### config.mk
export PLATFORM = sky130hd
export DESIGN_NAME = fpu_arbiter
export DESIGN_NICKNAME = d
export VERILOG_FILES = /design/src/rtl/fpu_arb_pkg.sv /design/src/rtl/fpu_arbiter_rr_arbiter.sv /design/src/rtl/fpu_arbiter.sv
export SDC_FILE = /design/constraint.sdc
export NUM_CORES = 1
export LEC_CHECK = 0
export ABC_AREA = 1
export CAP_MARGIN = 10
export CORE_AREA = 2 2 304 306
export CTS_CLUSTER_SIZE = 25
export DETAILED_ROUTE_END_ITERATION = 12
export DIE_AREA = 0 0 306 308
export GPL_TIMING_DRIVEN = 0
export PLACE_DENSITY = 0.3
export SLEW_MARGIN = 10
export SYNTH_ARGS = -nofsm -noshare
export SYNTH_HDL_FRONTEND = slang
export SYNTH_SLANG_ARGS = --single-unit
### constraint.sdc
create_clock -name clk_i -period 2.1 [get_ports clk_i]
set_clock_uncertainty 0.15 [all_clocks]
set_input_delay 0.315 -clock clk_i [delete_from_list [all_inputs] [get_ports clk_i]]
set_output_delay 0.315 -clock clk_i [all_outputs]
set_load 0.005 [all_outputs]
### src/rtl/fpu_arb_pkg.sv
// Shared types for the FPU arbiter slice.
//  - fpu_req_t   : request payload handed to the FPU (operands + op control)
//  - arb_state_e : arbiter FSM states (ARB, HOLD)
//  - id_w()      : width of the requester-index tag for a given requester count
// The operation-control field types keep the widths and encodings of fpnew_pkg.
// That lets the payload be bit-compatible with an fpnew FPU while this slice stays self-contained.
package fpu_arb_pkg;

    localparam int FP_WIDTH     = 64;
    localparam int NUM_OPERANDS = 3;

    typedef logic [2:0] roundmode_t;   // RNE/RTZ/RDN/RUP/RMM/ROD/DYN
    typedef logic [3:0] operation_t;   // FMADD .. CPKCD
    typedef logic [2:0] fp_format_t;   // FP32/FP64/FP16/FP8/FP16ALT
    typedef logic [1:0] int_format_t;  // INT8/INT16/INT32/INT64

    typedef struct packed {
        logic NV;
        logic DZ;
        logic OF;
        logic UF;
        logic NX;
    } status_t;

    typedef struct packed {
        logic [NUM_OPERANDS-1:0][FP_WIDTH-1:0] operands;
        roundmode_t                            rnd_mode;
        operation_t                            op;
        logic                                  op_mod;
        fp_format_t                            src_fmt;
        fp_format_t                            dst_fmt;
        int_format_t                           int_fmt;
        logic                                  vectorial_op;
    } fpu_req_t;

    localparam int REQ_W = $bits(fpu_req_t);

    typedef enum logic [0:0] {
        ARB  = 1'b0,
        HOLD = 1'b1
    } arb_state_e;

    // Tag width: one bit minimum so a single-requester build still has a port.
    function automatic int id_w(input int n);
        if (n <= 1) begin
            return 1;
        end else begin
            return $clog2(n);
        end
    endfunction

endpackage

### src/rtl/fpu_arbiter_rr_arbiter.sv
// Combinational round-robin picker.
//  req_i   : request vector
//  ptr_i   : index of the last served requester; search starts at ptr_i+1
//  gnt_o   : one-hot grant (all zero when nothing requests)
//  idx_o   : index of the granted requester (ptr_i when nothing requests)
//  valid_o : some requester was picked
// NUM_REQ must be a power of two so the pointer arithmetic wraps naturally.
module rr_arbiter #(
    parameter int NUM_REQ = 2,
    parameter int ID_W    = 1
) (
    input  logic [NUM_REQ-1:0] req_i,
    input  logic [ID_W-1:0]    ptr_i,
    output logic [NUM_REQ-1:0] gnt_o,
    output logic [ID_W-1:0]    idx_o,
    output logic               valid_o
);

    logic [ID_W-1:0] cand_s;

    // Scan from lowest to highest priority; the last hit written is the winner.
    always_comb begin
        idx_o   = ptr_i;
        valid_o = 1'b0;
        cand_s  = ptr_i;
        for (int k = NUM_REQ; k > 0; k--) begin
            cand_s = ptr_i + ID_W'(k);
            if (req_i[cand_s]) begin
                idx_o   = cand_s;
                valid_o = 1'b1;
            end else begin
                idx_o   = idx_o;
                valid_o = valid_o;
            end
        end
        if (valid_o) begin
            gnt_o = NUM_REQ'(1'b1) << idx_o;
        end else begin
            gnt_o = {NUM_REQ{1'b0}};
        end
    end

endmodule

### src/rtl/fpu_arbiter.sv
// Shares one FPU between NUM_REQ requesters.
// Request side  : round-robin grant, locked in HOLD while the FPU back-pressures;
//                 the request path is combinational (no added latency).
// Response side : routed to the requester named by the returned tag.
// Flow control  : at most MAX_OUTSTANDING requests in flight inside the FPU.
// Ports:
//  clk_i, rst_ni                          clock, async active-low reset
//  req_valid_i/req_ready_o/req_data_i     per-requester request handshake + payload
//  rsp_valid_o/rsp_ready_i                per-requester response handshake
//  rsp_result_o/rsp_status_o              shared response data
//  fpu_in_valid_o/fpu_in_ready_i          FPU request handshake
//  fpu_req_o/fpu_tag_o                    FPU request payload + requester tag
//  fpu_out_valid_i/fpu_out_ready_o        FPU response handshake
//  fpu_result_i/fpu_status_i/fpu_tag_i    FPU response payload + tag
//  flush_i/fpu_flush_o                    flush, forwarded to the FPU
//  fpu_busy_i/busy_o                      FPU busy in, arbiter busy out
module fpu_arbiter import fpu_arb_pkg::*; #(
    parameter  int NUM_REQ         = 2,
    parameter  int WIDTH           = 64,
    parameter  int MAX_OUTSTANDING = 4,
    localparam int ID_W            = id_w(NUM_REQ),
    localparam int CNT_W           = $clog2(MAX_OUTSTANDING + 1)
) (
    input  logic                            clk_i,
    input  logic                            rst_ni,
    input  logic [NUM_REQ-1:0]              req_valid_i,
    output logic [NUM_REQ-1:0]              req_ready_o,
    input  logic [NUM_REQ-1:0][REQ_W-1:0]   req_data_i,
    output logic [NUM_REQ-1:0]              rsp_valid_o,
    input  logic [NUM_REQ-1:0]              rsp_ready_i,
    output logic [WIDTH-1:0]                rsp_result_o,
    output logic [4:0]                      rsp_status_o,
    output logic                            fpu_in_valid_o,
    input  logic                            fpu_in_ready_i,
    output logic [REQ_W-1:0]                fpu_req_o,
    output logic [ID_W-1:0]                 fpu_tag_o,
    input  logic                            fpu_out_valid_i,
    output logic                            fpu_out_ready_o,
    input  logic [WIDTH-1:0]                fpu_result_i,
    input  logic [4:0]                      fpu_status_i,
    input  logic [ID_W-1:0]                 fpu_tag_i,
    input  logic                            flush_i,
    output logic                            fpu_flush_o,
    input  logic                            fpu_busy_i,
    output logic                            busy_o
);

    arb_state_e          state_r;
    arb_state_e          state_nxt_s;
    logic [ID_W-1:0]     ptr_r;
    logic [ID_W-1:0]     hold_idx_r;
    logic [CNT_W-1:0]    cnt_r;
    logic [CNT_W-1:0]    cnt_nxt_s;

    logic [NUM_REQ-1:0]  rr_gnt_s;
    logic [ID_W-1:0]     rr_idx_s;
    logic                rr_valid_s;

    logic [NUM_REQ-1:0]  gnt_vec_s;
    logic [ID_W-1:0]     gnt_idx_s;
    logic                gnt_valid_s;
    logic                room_s;
    logic                in_valid_s;
    logic                accept_s;
    logic                out_ready_s;
    logic                rsp_hs_s;

    rr_arbiter #(
        .NUM_REQ (NUM_REQ),
        .ID_W    (ID_W)
    ) u_rr (
        .req_i   (req_valid_i),
        .ptr_i   (ptr_r),
        .gnt_o   (rr_gnt_s),
        .idx_o   (rr_idx_s),
        .valid_o (rr_valid_s)
    );

    // Grant selection: fresh round-robin pick in ARB, locked requester in HOLD.
    always_comb begin
        if (state_r == HOLD) begin
            gnt_idx_s   = hold_idx_r;
            gnt_vec_s   = NUM_REQ'(1'b1) << hold_idx_r;
            gnt_valid_s = req_valid_i[hold_idx_r];
        end else begin
            gnt_idx_s   = rr_idx_s;
            gnt_vec_s   = rr_gnt_s;
            gnt_valid_s = rr_valid_s;
        end
    end

    // Request and response handshakes; everything is forced quiet while reset is held.
    always_comb begin
        room_s     = (cnt_r < CNT_W'(MAX_OUTSTANDING));
        in_valid_s = gnt_valid_s & room_s & ~flush_i & rst_ni;
        accept_s   = in_valid_s & fpu_in_ready_i;
        if (flush_i) begin
            out_ready_s = rst_ni;   // drain whatever the FPU is still returning
        end else begin
            out_ready_s = rsp_ready_i[fpu_tag_i] & rst_ni;
        end
        rsp_hs_s = fpu_out_valid_i & out_ready_s;

        fpu_in_valid_o  = in_valid_s;
        fpu_req_o       = req_data_i[gnt_idx_s];
        fpu_tag_o       = gnt_idx_s;
        fpu_out_ready_o = out_ready_s;
        fpu_flush_o     = flush_i;
        rsp_result_o    = fpu_result_i;
        rsp_status_o    = fpu_status_i;
        if (accept_s) begin
            req_ready_o = gnt_vec_s;
        end else begin
            req_ready_o = {NUM_REQ{1'b0}};
        end
        if (fpu_out_valid_i && !flush_i && rst_ni) begin
            rsp_valid_o = NUM_REQ'(1'b1) << fpu_tag_i;
        end else begin
            rsp_valid_o = {NUM_REQ{1'b0}};
        end
        busy_o = (cnt_r != {CNT_W{1'b0}}) | (state_r == HOLD) | fpu_busy_i;
    end

    // FSM next state: lock the grant while the FPU refuses it.
    always_comb begin
        state_nxt_s = state_r;
        case (state_r)
            ARB: begin
                if (in_valid_s && !fpu_in_ready_i) begin
                    state_nxt_s = HOLD;
                end else begin
                    state_nxt_s = ARB;
                end
            end
            HOLD: begin
                if (accept_s || flush_i) begin
                    state_nxt_s = ARB;
                end else begin
                    state_nxt_s = HOLD;
                end
            end
            default: state_nxt_s = ARB;
        endcase
    end

    // Outstanding count: accept and response in the same cycle cancel out;
    // a response with nothing outstanding (e.g. left over from before reset) is ignored.
    always_comb begin
        if (flush_i) begin
            cnt_nxt_s = {CNT_W{1'b0}};
        end else if (accept_s && !rsp_hs_s) begin
            cnt_nxt_s = cnt_r + CNT_W'(1);
        end else if (rsp_hs_s && !accept_s && (cnt_r != {CNT_W{1'b0}})) begin
            cnt_nxt_s = cnt_r - CNT_W'(1);
        end else begin
            cnt_nxt_s = cnt_r;
        end
    end

    // State registers; ptr resets to the last index so requester 0 wins first.
    always_ff @(posedge clk_i or negedge rst_ni) begin
        if (!rst_ni) begin
            state_r    <= ARB;
            ptr_r      <= ID_W'(NUM_REQ - 1);
            hold_idx_r <= {ID_W{1'b0}};
            cnt_r      <= {CNT_W{1'b0}};
        end else begin
            state_r <= state_nxt_s;
            cnt_r   <= cnt_nxt_s;
            if (accept_s) begin
                ptr_r <= gnt_idx_s;
            end else begin
                ptr_r <= ptr_r;
            end
            if (state_r == ARB) begin
                hold_idx_r <= rr_idx_s;
            end else begin
                hold_idx_r <= hold_idx_r;
            end
        end
    end

endmodule

==> results_dict.tcl, run 1 <==
set metrics [dict create \
    tritoncts "built" \
    route.detailed.drc 0 \
    wire_per_inst_um 23.5 \
    h-tree-depth 1 \
    cts_buffers 3 \
    ys_ff_latch 6 \
    drive_above_1_share 0.233 \
    area_delta_synth_final_pct 273 \
    maxSlewHeadroom 0.747 \
    timing.rr.start "hold_idx_r" \
    grt_pass1_wl_mm 80.9 \
    synth_area_leader_cell "nand2_1" \
    synthArstFlopShare 1.00 \
    vias 7960 \
    synth_simple_gate_area_frac 0.700 \
    maxSlewViolCount 0 \
    leakagePower_uw 0.00631 \
    die_h_um 308 \
    crit_path_start_kind "flip-flop" \
    ios 785 \
    critPathCaptureType "output port" \
    clk_latency_ns 0.23 \
    crit_fanout 10 \
    synth_xor_area_frac 0.00237 \
    tightest_slew_ns 0.381 \
    multi_input_area_um2 3240 \
    clkSinkCount 6 \
    synth_compound_gate_area_share 0.00915 \
    die_x_um 306 \
    outcome "complete, but fails checks" \
    period_share 1.30 \
    crit_type "reg -> out" \
    cts-root-buf "clkbuf_16" \
    num_rows 111 \
    dr.pass1.iters 5 \
    violations "setup timing" \
    yosysMostFrequentCell "nand2_1" \
    synth-adder-area-share 0.00542 \
    grtUsageTotal 0.129 \
    synth_commonest_cells "647 x nand2_1, 84 x buf_4, 23 x buf_2" \
    dieArea_um2 94200 \
    synthCells 812 \
    grt-ovfl-total 0 \
    fin_crit_ns 2.74 \
    hold_viol_final 0 \
    synth-main-ff-cell "dfrtp_1" \
    grt_max_degree 12 \
    yosysSeqAreaShare 0.0410 \
    dp.cells 2713 \
    hold_path_class "in -> async" \
    layoutNonFillerInstCount 2763 \
    ir_drop_v 0.000462 \
    antenna_found_initial 43 \
    synth.top_cell.area_share 0.658 \
    avgSynthCellArea_um2 4.55 \
    coreArea_um2 91000 \
    setup_ws_ns -0.637 \
    rr_endpoint "cnt_r[2]" \
    synth.top_cells.by_area "nand2_1 66%, buf_4 17%, dfrtp_1 3.4%" \
    hpwl_mm 59.4 \
    power_density_nw_per_um2 1190 \
    grt_pass1_vias 8498 \
    avgViaCountPerCell 2.88 \
    nNetsFinal 2065 \
    start_util 0.0406 \
    worst-r2r-cell-count 13 \
    wl_mm 64.9 \
    drt_iter0_drc 242 \
    max_freq_mhz 365 \
    cap_violations 0 \
    grt_setup_unrepaired "true" \
    clk_pin_slew_ns 0.03 \
    crit_arrival_ns 2.27 \
    cts_max_path_buffers 2 \
    finalSetupViolations 213 \
    required_ns 1.63 \
    syn_area_um2 3690 \
    syn_nets 1311 \
    rrSetupSlack_ns 0.01 \
    synth_top_family_by_area "simple AND/OR/NAND/NOR gates" \
    antenna_left 0 \
    ys_warn_count 0 \
    nFillCells 10511 \
    synth_edf_count 0 \
    synth.distinct_cells 24 \
    port_buffers 715 \
    place_congestion 0.858 \
    synth.mux.area_fraction 0 \
    pre_cts_ws_ns -1.30 \
    seq_area_um2 151 \
]
==> metrics by stage <==
step	setup TNS (ns)	utilization	instance area (µm²)	hold WS (ns)	power, µW
finish	-91.61	0.151	13800	0.0743	16300
global route	-113.42	0.151	13800	0.116	17700
CTS	-109.68	0.147	13300	0.299	16000
detailed placement	-184.20	0.136	12300	0.348	13500
global placement	-181.70	0.136	12300	0.346	13600
floorplan	0	-	3690	-0.131	4560
==> metal layers <==
metal	vias up	GRT usage	share of wire
met5	-	0	0.0025
met4	24	0.0239	0.019
met3	86	0.0432	0.091
met2	498	0.226	0.49
met1	3499	0.152	0.40
li1	3853	-	-
==> timing repair <==
action / in CTS / in global routing
endpoints found under the hold margin: 0 / 5
pin swaps: 3 / 7
endpoints found under the setup margin: 218 / 219
gates cloned: 4 / 2
hold buffers: 0 / 1
resized for setup: 474 / 144
buffers inserted: 14 / 13
==> registers in the layout, indices dropped and copies added, names as in the netlist <==
| signal | cells |
|---|---|
| cnt_r | 3 |
| hold_idx_r | 1 |
| ptr_r | 1 |
| state_r | 1 |
==> logic make-up after synthesis <==
logic type / count (synthesis)
AND/OR/NAND/NOR: 670
buffers and inverters: 128
AO/OA/AOI/OAI: 6
flip-flops: 6
XOR/XNOR: 1
adder cells (fa/ha/maj): 1
==> where the power goes <==
part,total [µW],switching [µW],internal (µW)
clock,324,71.1,252
combinational,15800,7890,7930
sequential,203,38.7,165
==> worst max-delay path by stage <==
stage / start / slack [ns] / end
after floorplan: hold_idx_r / 0.31 / cnt_r[2]
after global placement: req_valid_i[1] / -1.26 / fpu_req_o[101]
after detailed placement: req_valid_i[1] / -1.30 / fpu_req_o[101]
after CTS: ptr_r / -0.70 / fpu_req_o[57]
after global routing: ptr_r / -0.74 / fpu_req_o[151]
final: ptr_r / -0.64 / fpu_req_o[151]
==> layout make-up <==
cell class / instances / area share
multi-input cells: 678 / 0.235
diodes: 12 / 0.00218
inverters: 12 / 0.00445
clock buffers: 4 / 0.00572
well taps: 1186 / 0.108
plain buffers: 116 / 0.0922
flip-flops and latches: 6 / 0.0110
repair buffers: 749 / 0.542
==> placed cells by master, fill, tap and decap left out, types with 2 or more instances in the layout <==
cell             netlist  final
clkdlybuf4s50_1        0    610
nand4_1                2      2
nand2_8                0      4
dfrtp_1                5      5
dlygate4sd2_1          0     19
clkbuf_16              0      5
clkdlybuf4s15_2        0     14
buf_12                 0     17
dlymetal6s2s_1         0     16
buf_4                 84     84
nand3_2                2      2
nand3_1                3      3
nor2_2                 2      2
nand2_2                3     91
buf_6                  9     39
nand2_1              647    515
buf_8                  0     14
nor2_1                 7      7
clkdlybuf4s15_1        0      8
inv_1                  8      8
buf_2                 23     28
nand2_4                2     42
diode_2                0     12
buf_16                 0      5
clkbuf_2               0      6
o21ai_0                2      2
==> critical path, stage by stage (launching register included) <==
cell and delay (ns):
dfstp_2 0.56, o21ai_2 0.07, nand2_2 0.10, nand2_8 0.10
inv_12 0.13, buf_16 0.18, buf_12 0.18, nand2_4 0.10
nand2_1 0.08, clkdlybuf4s50_1 0.50
No activity file was read; power rests on OpenSTA's default activity.
==> run 2: changes to the inputs <==
--- a/config.mk
+++ b/config.mk
@@ -6,7 +6,6 @@
 export NUM_CORES = 1
 export LEC_CHECK = 0
 export ABC_AREA = 1
-export CAP_MARGIN = 10
 export CORE_AREA = 2 2 304 306
 export CTS_CLUSTER_SIZE = 25
 export DETAILED_ROUTE_END_ITERATION = 12
==> results of run 2 <==
The final DEF is identical to that of run 1; final timing and power are the same.
==> patch: new RTL, settings of run 1 <==
Set the package constant `FP_WIDTH` to 60 (it was 64).
--- a/src/rtl/fpu_arb_pkg.sv
+++ b/src/rtl/fpu_arb_pkg.sv
@@ -6,7 +6,7 @@
 // That lets the payload be bit-compatible with an fpnew FPU while this slice stays self-contained.
 package fpu_arb_pkg;
 
-    localparam int FP_WIDTH     = 64;
+    localparam int FP_WIDTH     = 60;
     localparam int NUM_OPERANDS = 3;
 
     typedef logic [2:0] roundmode_t;   // RNE/RTZ/RDN/RUP/RMM/ROD/DYN
Ports: changed (resized fpu_req_o and req_data_i); port bits go from 785 to 749. The function was not compared with the original's and may differ.
==> patch against run 1 <==
The run still ends with setup timing left; power rose by 30%; critical path depth increased by 3; worst hold slack hardly changed; final area increased by 13%; sequential power fell by 2%; clock power decreased by 3%; wire length fell by 15%; combinational power up 31%; setup slack better by 0.24 ns; register-to-register slack better by 0.20 ns; synthesized area down 7.1%; sequential cell count did not move; die area unchanged; critical path type unchanged; largest cell class unchanged.
==> patch: results (changes against run 1) <==
| Metric | Value |
|---|---|
| Via density | 2.884 (was 2.881) |
| GRT met2 Usage | 0.1987 (was 0.2255) |
| Seq/Total Area, Yosys | 0.04414 (was 0.04100) |
| IO Port Bufs | 679 (was 715) |
| Initial antenna violation count | 14 (was 43) |
| Final nets | 2065 (unchanged) |
| CTS Hold Bufs | 1 (was 0) |
| Outcome | finished, violations left (unchanged) |
| CP delay by family, top | buffers and inverters (unchanged) |
| Final-layout fill cell count | 10380 (was 10510) |
| Sw power | 0.009662 W (was 0.007998 W) |
| Yosys cell types | 20 (was 24) |
| Clk Latency, worst-skew pair | 0.23 ns (about the same) |
| Crit-path max FO | 4 (was 10) |
| Worst Setup Slack, final | -0.4002 ns (was -0.6374 ns) |
| Hold Path Class | input port to asynchronous set/reset pin (unchanged) |
| First-pass GRT wire length | 71120 um (was 80920 um) |
| Worst-path clk slew | 0.03 ns (about the same) |
| Worst Max-Slew Pin Slew | 0.3091 ns (was 0.3807 ns) |
| Post-synth ARST share | 1.000 (unchanged) |
| Worst EP arrival | 2.04 ns (was 2.27 ns) |
| # Post-CTS Setup Buffers | 111 (was 14) |
| Share of cells above drive strength 1 | 0.5098 (was 0.2326) |
| Post_cts resized | 1461 (was 474) |
| Peak supply drop | 0.6912 mV (was 0.4616 mV) |
| Synth top cells by count | nand2_1 (615), buf_4 (84), buf_2 (20) (was nand2_1 (647), buf_4 (84), buf_2 (23)) |
| Largest register by flop count | cnt_r (unchanged) |
| Drt first-iter violations | 208 (was 242) |
| Ranking of synthesized cells by area | nand2_1 (67%), buf_4 (18%), dfrtp_1 (3.6%) (was nand2_1 (66%), buf_4 (17%), dfrtp_1 (3.4%)) |
| Met1 global-route usage | 0.1258 (was 0.1524) |
| Final wirelength | 55280 um (was 64930 um) |
| Leak Pwr | 7.163 nW (was 6.310 nW) |
| Post-synthesis net count | 1248 (was 1311) |
| Largest net degree at the start of global routing | 11 (was 12) |
| Vias in the first global route | 8714 (was 8498) |
| R2R Setup Slk | 0.21 ns (was 0.01 ns) |
| Cell Area, Placed | 11710 um^2 (was 12330 um^2) |
| Met3 usage | 0.03573 (was 0.04322) |
| Total track usage | 0.1091 (was 0.1286) |
| Cells on worst reg2reg path | 13 (unchanged) |
| Clk buf depth | 2 (unchanged) |
| Hpwl dp | 45810 um (was 59400 um) |
| Synth Flop Type | dfrtp_1 (unchanged) |
| Failing checks | setup timing (unchanged) |
| GP Congestion | 0.8266 (was 0.8580) |
| Post-Place Worst Slack | -1.662 ns (was -1.301 ns) |
| Final Setup Violations | 198 (was 213) |
| Max FFs per register | 3 (unchanged) |
| Synthesis Warnings | 0 (unchanged) |
| Pre-antenna DRT Iters | 4 (was 5) |
==> patch: cell types whose count changed after synthesis, moves of 3 or more <==
| cell | change |
|---|---|
| clkbuf_1 | +8 |
| nand2_1 | -32 |
| buf_6 | -8 |
| buf_2 | -3 |
==> patch: power groups by stage <==
| stage | clock network (W) | logic (W) | registers, W |
|---|---|---|---|
| global placement | 0 | 0.0121 | 0.000191 |
| global route | 0.000328 | 0.0223 | 0.000206 |
| detailed placement | 0 | 0.0119 | 0.000194 |
| floorplan | 0 | 0.00395 | 0.000187 |
| finish | 0.000314 | 0.0207 | 0.000199 |
| CTS | 0.000320 | 0.0203 | 0.000193 |
==> patch: area by class of cell <==
cell class,instances,area share
multi-input cells,642,0.2741
plain buffers,104,0.07303
diodes,8,0.001283
clock buffers,4,0.005050
repair buffers,821,0.5378
well taps,1186,0.09507
flip-flops and latches,6,0.009699
inverters,12,0.003928
==> patch: per-layer routing <==
metal | share of wire | wire, um
met3 | 0.083 | 4569
met5 | 0.00087 | 48
met1 | 0.40 | 22070
met4 | 0.011 | 589
met2 | 0.51 | 28000
==> patch: cell families after synthesis <==
| logic type | Yosys count | share of synthesized area |
|---|---|---|
| flops | 6 | 0.04415 |
| xor+xnor | 1 | 0.002554 |
| fa+ha+maj | 1 | 0.005838 |
| buf+inv | 125 | 0.2382 |
| simple gates | 634 | 0.7005 |
| compound gates | 6 | 0.008753 |
==> patch: worst register-to-register path: stages, from the launching register on <==
cell and delay (ns):
dfrtp_1 0.37, inv_1 0.06, nand2_2 0.07, nand2_1 0.06
nand2_1 0.09, nand3_4 0.12, nor2_4 0.05, fa_2 0.35
xnor2_2 0.16, inv_1 0.05, nand2_1 0.06, nand2_1 0.05
nand2_1 0.07, nand2_1 0.06
==> patch: through the flow <==
step / instances / hold WS (ns) / utilization / power, W / setup TNS (ns)
final: 2783 / 0.07456 / 0.1716 / 0.02125 / -56.09
after global routing: 2782 / 0.08547 / 0.1716 / 0.02280 / -75.23
after CTS: 2778 / 0.05233 / 0.1645 / 0.02083 / -74.23
after detailed placement: 2638 / 0.3520 / 0.1287 / 0.01212 / -237.32
after global placement: 2638 / 0.3397 / 0.1287 / 0.01225 / -238.11
after floorplan: 773 / -0.1306 / - / 0.004133 / 0
==> patch: worst max path at each step <==
stage | cells after the start | endpoint | from | slack (ns)
4_1_cts | 13 | fpu_req_o[69] | ptr_r | -0.51
2_1_floorplan | 13 | cnt_r[2] | hold_idx_r | 0.31
6_report | 12 | fpu_req_o[29] | ptr_r | -0.40
5_1_grt | 13 | fpu_req_o[173] | ptr_r | -0.49
3_3_place_gp | 10 | fpu_req_o[86] | req_valid_i[1] | -1.66
3_5_place_dp | 10 | fpu_req_o[86] | req_valid_i[1] | -1.66
